### src/rtl/cu_pkg.sv
// Shared types and constants for the control unit: opcodes, FSM states, ALU selects, IR fields.
// CONTROL_UNIT_STEP_EN adds the single-step PAUSE state to the state enum.
package cu_pkg;

    typedef enum logic [3:0] {
        OP_NOOP  = 4'b0000,
        OP_STORE = 4'b0001,
        OP_LOAD  = 4'b0010,
        OP_ADD   = 4'b0011,
        OP_SUB   = 4'b0100,
        OP_HALT  = 4'b0101
    } opcode_t;

    // Enum values double as the State_Out encoding.
    typedef enum logic [3:0] {
        S_INIT   = 4'd0,
        S_FETCH  = 4'd1,
        S_DECODE = 4'd2,
        S_NOOP   = 4'd3,
        S_LOAD_A = 4'd4,
        S_LOAD_B = 4'd5,
        S_STORE  = 4'd6,
        S_ADD    = 4'd7,
        S_SUB    = 4'd8,
        S_HALT   = 4'd9
`ifdef CONTROL_UNIT_STEP_EN
        ,
        S_PAUSE  = 4'd10
`endif
    } state_t;

    localparam logic [2:0] ALU_PASS = 3'b000;
    localparam logic [2:0] ALU_ADD  = 3'b001;
    localparam logic [2:0] ALU_SUB  = 3'b010;

    localparam int OP_HI = 15;
    localparam int OP_LO = 12;
    localparam int RA_HI = 11;
    localparam int RA_LO = 8;
    localparam int RB_HI = 7;
    localparam int RB_LO = 4;
    localparam int RD_HI = 3;
    localparam int RD_LO = 0;

endpackage

### src/rtl/cu_decode.sv
// Opcode to execute-state decoder; purely combinational.
// Unknown opcodes fall back to the NOOP execute state.
module cu_decode
    import cu_pkg::*;
(
    input  logic [3:0] opcode,
    output state_t     exec_state
);

    always_comb begin
        exec_state = S_NOOP;
        case (opcode)
            OP_STORE: exec_state = S_STORE;
            OP_LOAD:  exec_state = S_LOAD_A;
            OP_ADD:   exec_state = S_ADD;
            OP_SUB:   exec_state = S_SUB;
            OP_HALT:  exec_state = S_HALT;
            default:  exec_state = S_NOOP;
        endcase
    end

endmodule

### src/rtl/control_unit.sv
// Multi-cycle CPU control unit: PC, IR and FSM driving a register-file/ALU/data-memory datapath.
// CONTROL_UNIT_STEP_EN adds a Step input and a PAUSE state after every execute state.
module control_unit
    import cu_pkg::*;
#(
    parameter int PC_W = 7
) (
    input  logic            clk,
    input  logic            reset,
`ifdef CONTROL_UNIT_STEP_EN
    input  logic            Step,
`endif
    input  logic [15:0]     I_Data,
    output logic [PC_W-1:0] PC_Out,
    output logic [15:0]     IR_Out,
    output logic [3:0]      State_Out,
    output logic            Halted,
    output logic [3:0]      D_Addr,
    output logic            D_WriteEn,
    output logic            MuxS,
    output logic [3:0]      RegF_W_addr,
    output logic            RegF_W_en,
    output logic [3:0]      RegF_Ra_addr,
    output logic [3:0]      RegF_Rb_addr,
    output logic [2:0]      ALU_S
);

`ifdef CONTROL_UNIT_STEP_EN
    localparam state_t EXEC_DONE = S_PAUSE;
`else
    localparam state_t EXEC_DONE = S_FETCH;
`endif

    state_t          state;
    state_t          state_nxt;
    state_t          exec_state;
    logic [PC_W-1:0] pc;
    logic [15:0]     ir;

    cu_decode u_decode (
        .opcode     (I_Data[OP_HI:OP_LO]),
        .exec_state (exec_state)
    );

    // I_Data is only meaningful in DECODE: the ROM saw PC during FETCH.
    always_ff @(posedge clk or posedge reset) begin
        if (reset) begin
            state <= S_INIT;
            pc    <= '0;
            ir    <= '0;
        end else begin
            state <= state_nxt;
            if (state == S_FETCH)
                pc <= pc + 1'b1;
            if (state == S_DECODE)
                ir <= I_Data;
        end
    end

    // Outputs decode from state alone so an async reset clears them immediately.
    always_comb begin
        state_nxt = state;
        D_WriteEn = 1'b0;
        RegF_W_en = 1'b0;
        MuxS      = 1'b0;
        ALU_S     = ALU_PASS;
        Halted    = 1'b0;
        case (state)
            S_INIT:   state_nxt = S_FETCH;
            S_FETCH:  state_nxt = S_DECODE;
            S_DECODE: state_nxt = exec_state;
            S_NOOP:   state_nxt = EXEC_DONE;
            S_LOAD_A: state_nxt = S_LOAD_B;
            S_LOAD_B: begin
                MuxS      = 1'b1;
                RegF_W_en = 1'b1;
                state_nxt = EXEC_DONE;
            end
            S_STORE: begin
                D_WriteEn = 1'b1;
                state_nxt = EXEC_DONE;
            end
            S_ADD: begin
                ALU_S     = ALU_ADD;
                RegF_W_en = 1'b1;
                state_nxt = EXEC_DONE;
            end
            S_SUB: begin
                ALU_S     = ALU_SUB;
                RegF_W_en = 1'b1;
                state_nxt = EXEC_DONE;
            end
            S_HALT: begin
                Halted    = 1'b1;
                state_nxt = S_HALT;
            end
`ifdef CONTROL_UNIT_STEP_EN
            S_PAUSE: begin
                if (Step)
                    state_nxt = S_FETCH;
            end
`endif
            default:  state_nxt = S_INIT;
        endcase
    end

    assign PC_Out       = pc;
    assign IR_Out       = ir;
    assign State_Out    = state;
    assign RegF_Ra_addr = ir[RA_HI:RA_LO];
    assign RegF_Rb_addr = ir[RB_HI:RB_LO];
    assign D_Addr       = ir[RB_HI:RB_LO];
    assign RegF_W_addr  = ir[RD_HI:RD_LO];

endmodule
### config.mk
export PLATFORM = sky130hd
export DESIGN_NAME = control_unit
export DESIGN_NICKNAME = d
export VERILOG_FILES = /design/src/rtl/cu_pkg.sv /design/src/rtl/cu_decode.sv /design/src/rtl/control_unit.sv
export SDC_FILE = /design/constraint.sdc
export NUM_CORES = 1
export LEC_CHECK = 0
export ABC_AREA = 0
export BUFFER_PORTS_ARGS = -buffer_cell sky130_fd_sc_hd__buf_2
export CORE_MARGIN = 3
export CORE_UTILIZATION = 41
export CTS_BUF_LIST = sky130_fd_sc_hd__clkbuf_4 sky130_fd_sc_hd__clkbuf_8 sky130_fd_sc_hd__clkbuf_16
export CTS_CLUSTER_SIZE = 16
export DETAILED_ROUTE_END_ITERATION = 16
export PLACE_DENSITY = 0.82
export REMOVE_ABC_BUFFERS = 1
export SKIP_LAST_GASP = 1
export SLEW_MARGIN = 0
export SYNTH_ARGS = -nofsm -noshare
export SYNTH_HDL_FRONTEND = slang
export SYNTH_HIERARCHICAL = 1
export SYNTH_SLANG_ARGS = --single-unit
export TNS_END_PERCENT = 100
### constraint.sdc
create_clock -name clk -period 1.5 [get_ports clk]
set_input_delay 0.075 -clock clk [delete_from_list [all_inputs] [get_ports clk]]
set_output_delay 0.075 -clock clk [all_outputs]
set_load 0.1 [all_outputs]
======== Yosys cells after proc, flatten, opt, wreduce, memory -nomap -nowiden ========
Index checks and enable logic that the tools add are counted.
operators by class
  equality and inequality tests ........... 14
  multiplexer cells ....................... 7
  add/subtract/negate cells ............... 1
  reductions and logical operators ........ 3
operator list
  operator                                        count
  one-hot mux 4 bit (5 select lines)              2
  == test 4 x 3 -> 1 bit (second input constant)  6
  == test 4 x 2 -> 1 bit (second input constant)  4
  == test 4 x 1 -> 1 bit (second input constant)  2
  == test 4 bit (second input constant)           2
  adder 7 x 1 -> 7 bit (second input constant)    1
  OR reduction 6 bit                              1
  zero test 4 bit                                 1
  two-way mux 1 bit                               4
  one-hot mux 2 bit (2 select lines)              1
  OR reduction 3 bit                              1
word-level totals
  output and inout bits ................... 50
  register bits after elaboration ......... 27
  word-level logic and storage cells ...... 28

======== Longest topological paths before layout ========
  depth after elaboration ................. 3
  depth in mapped cells ................... 5
  mapped depth without buffers ............ 5

======== By module ========
The synthesis kept the hierarchy.
modules (own cells, without submodules)
  module        area each (um^2)  times used  cells each  sequential area each (um^2)
  control_unit  1328.8            1           104         675.6
  cu_decode     60.1              1           10          0.0

======== Worst setup path after synthesis ========
Ideal clock, no wire load.
  path type ............................... register to output
  start point ............................. register state[3] (netlist: State_Out[3])
  end point ............................... output RegF_W_en
  stages on the path, launching flop included .. 5
  path buffers ............................ 1
  slack ................................... -2.461 ns
  data arrival time ....................... 3.886 ns
  path through ............................ dfrtp_1 buf_6 nand2b_1 nor3_1 a21o_2
between the ends
  longest elaborated chain between the ends .. 3
  elaborated cells between the ends (all ways) .. 5
RTL lines
  element                                                         line                text
  start, declared                                                 control_unit.sv:34  state_t state;
  start signal, assigned                                          control_unit.sv:52  state <= state_nxt;
  == test 4 bit / == test 4 x 3 -> 1 bit (equally long branches)  control_unit.sv:68  case (state)
  OR reduction 3 bit (no source line) (*)                         --
  two-way mux 1 bit (*)                                           control_unit.sv:68
  end, declared                                                   control_unit.sv:22  output logic RegF_W_en,
Mark *: on every way between the ends. The rest lies on a longest branch, timed or not.

======== Final worst setup path ========
  start point ............................. register state[1] (netlist: State_Out[1])
  end point ............................... output MuxS
between the ends
  longest elaborated chain between the ends .. 2
RTL lines
  element                 line                text
  == test 4 x 3 -> 1 bit  control_unit.sv:68
  two-way mux 1 bit       control_unit.sv:68
  end, declared           control_unit.sv:20  output logic MuxS,
Every way passes these cells.

==> impl_metrics.csv <==
group,metric,value,unit
synthesis,synth_edf_count,0,
synthesis,ys_warn_count,6,
critical_path,arrival,1.50,ns
cells_and_area,diodes,0,
timing,fmax,634.2,MHz
synthesis,synth-seq-cells,27,
drt,ant_nets,0,
global_route,antenna_found_initial,0,
floorplanning,coreArea,0.003153,mm^2
cells_and_area,multi_input_area,564.3,um^2
global_route,grt_pass1_wl,5071,um
synthesis,yosysSeqAreaShare,48.65,%
flow_run,cap_violations,0,
cts,cts-root-buf,"clkbuf_4",
drt,drc,0,
drt,vias,1100,
placement,io_buffers,66,
cts,path_clk_slew,0.14,ns
drt,routed_wl,3224,um
drt,drt_iter0_markers,59,
cts,cts_tree,"done",
placement,dp_hpwl,2185,um
timing,fin_ws,-0.07669,ns
cts,cts.sinks,27,
global_route,grt_pass1_vias,1070,
floorplanning,io-pin-count,68,
timing,finalHoldViolations,0,
synthesis,synth.most_common_cell,"dfrtp_1",
timing,grt_setup_unrepaired,"yes",
synthesis,synth_commonest_cells,"dfrtp_1 (27), buf_4 (19), mux2_2 (18)",
critical_path,cp-end-kind,"output port",
critical_path,path_cells,"buf_6, or2b_1, nor2_2, buf_12",
placement,place_congestion,0.7528,
floorplanning,die_y,64.20,um
timing,hold_slack,0.03435,ns
timing,final.period_utilization,105.1,%
outcome,violations,"setup timing",
cells_and_area,fillCellCount,253,
timing,finClkSkew,0.002086,ns
global_route,grtUsageTotal,15.72,%
timing,finalSetupTns,-0.4427,ns
worst_hold_path,hold_path.class,"input pin to flop",
floorplanning,fp.dieArea,0.004122,mm^2
cells_and_area,drive_above_1_share,62.50,%
synthesis,syn-instance-count,114,
timing,drv_slew,0,
drt,viasPerCell,4.661,
synthesis,synth_area_leader_cell,"dfrtp_1",
synthesis,syn_area_per_cell,12.18,um^2
critical_path,r2r-start,"State_Out[0]",
cells_and_area,final_area,0.002031,mm^2
cts,clk_path_buf_depth,2,
placement,placed_area,0.001768,mm^2
critical_path,cp_slowest_cell,"dfrtp_2",
cts,numCtsBuffers,3,
synthesis,synth-main-ff-cell,"dfrtp_1",
critical_path,max_stage_delay,0.44,ns
floorplanning,rows,20,
cells_and_area,nNetsFinal,212,
synthesis,async_flop_share,100.0,%
floorplanning,dieWidth,64.20,um
critical_path,cp_max_fo,5,
worst_hold_path,holdCritStartpoint,"I_Data[15]",
drt,firstDrtPassIters,4,
synthesis,ys_types,33,
global_route,grt_max_degree,28,
timing,period_minus_slack,1.577,ns
synthesis,netlist_top_cells_area,"dfrtp_1 (49%), mux2_2 (15%), buf_4 (10%), xnor2_1 (3.2%), nor4b_4 (1.7%)",
floorplanning,initial_core_util,44.05,%
timing,finalSetupViolCount,20,
critical_path,startpoint,"State_Out[1]",
outcome,status,"complete, but fails checks",
cts,clk_latency,0.32,ns
synthesis,synth_area,0.001389,mm^2
critical_path,path_class,"flop to output port",
cells_and_area,seqCellArea,679.4,um^2
drt,post_drt_wl_per_cell,13.66,um
cts,htreeDepth,1,
critical_path,worstPathRequired,1.42,ns
global_route,grt_overflow,0,
synthesis,synth_top_area_share,48.65,%
cells_and_area,syn_to_final_growth,46.22,%
critical_path,crit_path_start_kind,"flop",
## stage by stage
stage | std cells | util [%] | setup WS, ns
floorplan | 93 | - | -2.519
global placement | 211 | 56.07 | 0.09833
detailed placement | 211 | 56.07 | 0.07838
CTS | 232 | 62.50 | -0.06949
global route | 236 | 64.40 | -0.1282
finish | 236 | 64.40 | -0.07669
## worst max-delay path: cells and delay by family, from the launching register on
kind	cells	cell delay [ns]
DFF	1	0.44
and+or+nand+nor	2	0.42
buffers and inverters	2	0.32
## state kept, by name, indices dropped and copies added (netlist names)
register and cells:
IR_Out 16, PC_Out 7, State_Out 4
## routing by layer
metal  track usage [%]  share of wire [%]  up-vias  routed length (um)
met1             19.20                 40      524                1295
met5                 0                  0        -                   0
met3             1.757                4.4        8                 141
met4             7.388                2.6        0                  84
met2             27.48                 53       41                1703
li1                  -                  -      527                   -
## cells in the final DEF (no fill, tap or decap), types with 2 or more instances in the layout
| cell | Yosys | layout |
|---|---|---|
| dfrtp_2 | 0 | 3 |
| dlygate4sd3_1 | 0 | 13 |
| o21ai_0 | 2 | 2 |
| nor3b_1 | 2 | 2 |
| buf_4 | 19 | 12 |
| nor2_2 | 0 | 2 |
| clkbuf_4 | 0 | 3 |
| nand2b_4 | 1 | 2 |
| buf_12 | 0 | 7 |
| buf_2 | 0 | 60 |
| xnor2_1 | 5 | 5 |
| mux2_2 | 18 | 18 |
| inv_1 | 2 | 2 |
| nor3_1 | 3 | 2 |
| dfrtp_1 | 27 | 24 |
| nand2_1 | 4 | 4 |
| buf_6 | 1 | 3 |
| and3_1 | 2 | 2 |
| xor2_1 | 2 | 2 |
| nand4_1 | 2 | 2 |
## cell type report
class                           instances  share of cell area (%)
Clock buffer                            3                   1.109
Clock inverter                          1                  0.3697
Inverter                                2                  0.3697
Multi-Input combinational cell         64                   27.79
Sequential cell                        27                   33.46
Tap cell                               44                   2.711
Timing Repair Buffer                   95                   34.20
## kinds of logic after synthesis
family          count (synthesis)  share of synthesized area, %
compound gates                  9                         4.415
xor+xnor                        7                         4.415
fa+ha+maj                       1                        0.9008
buf+inv                        23                         12.70
flops                          27                         48.65
mux                            18                         14.59
other cells                     1                        0.2700
simple gates                   28                         14.05
## timing repair
action                                  CTS  global route
endpoints found under the setup margin    8            26
resized for setup                         7             6
pin swaps                                 2             2
hold buffers                             12             1
endpoints found under the hold margin    38             1
setup buffers                             5             3
## worst paths after layout
path,endpoint,slack [ns],cells after the start
worst max-delay path,MuxS,-0.08,4
worst min-delay path,IR_Out[15],0.03,2
worst max register to register,IR_Out[3],-0.04,5
worst min register to register,PC_Out[6],0.49,1
max in group asynchronous,State_Out[3],0.86,4
min in group asynchronous,IR_Out[15],0.37,4
Power is left out: the tool's default activity adds up to more than one toggle a clock period on the data nets, which glitch-free logic cannot reach.
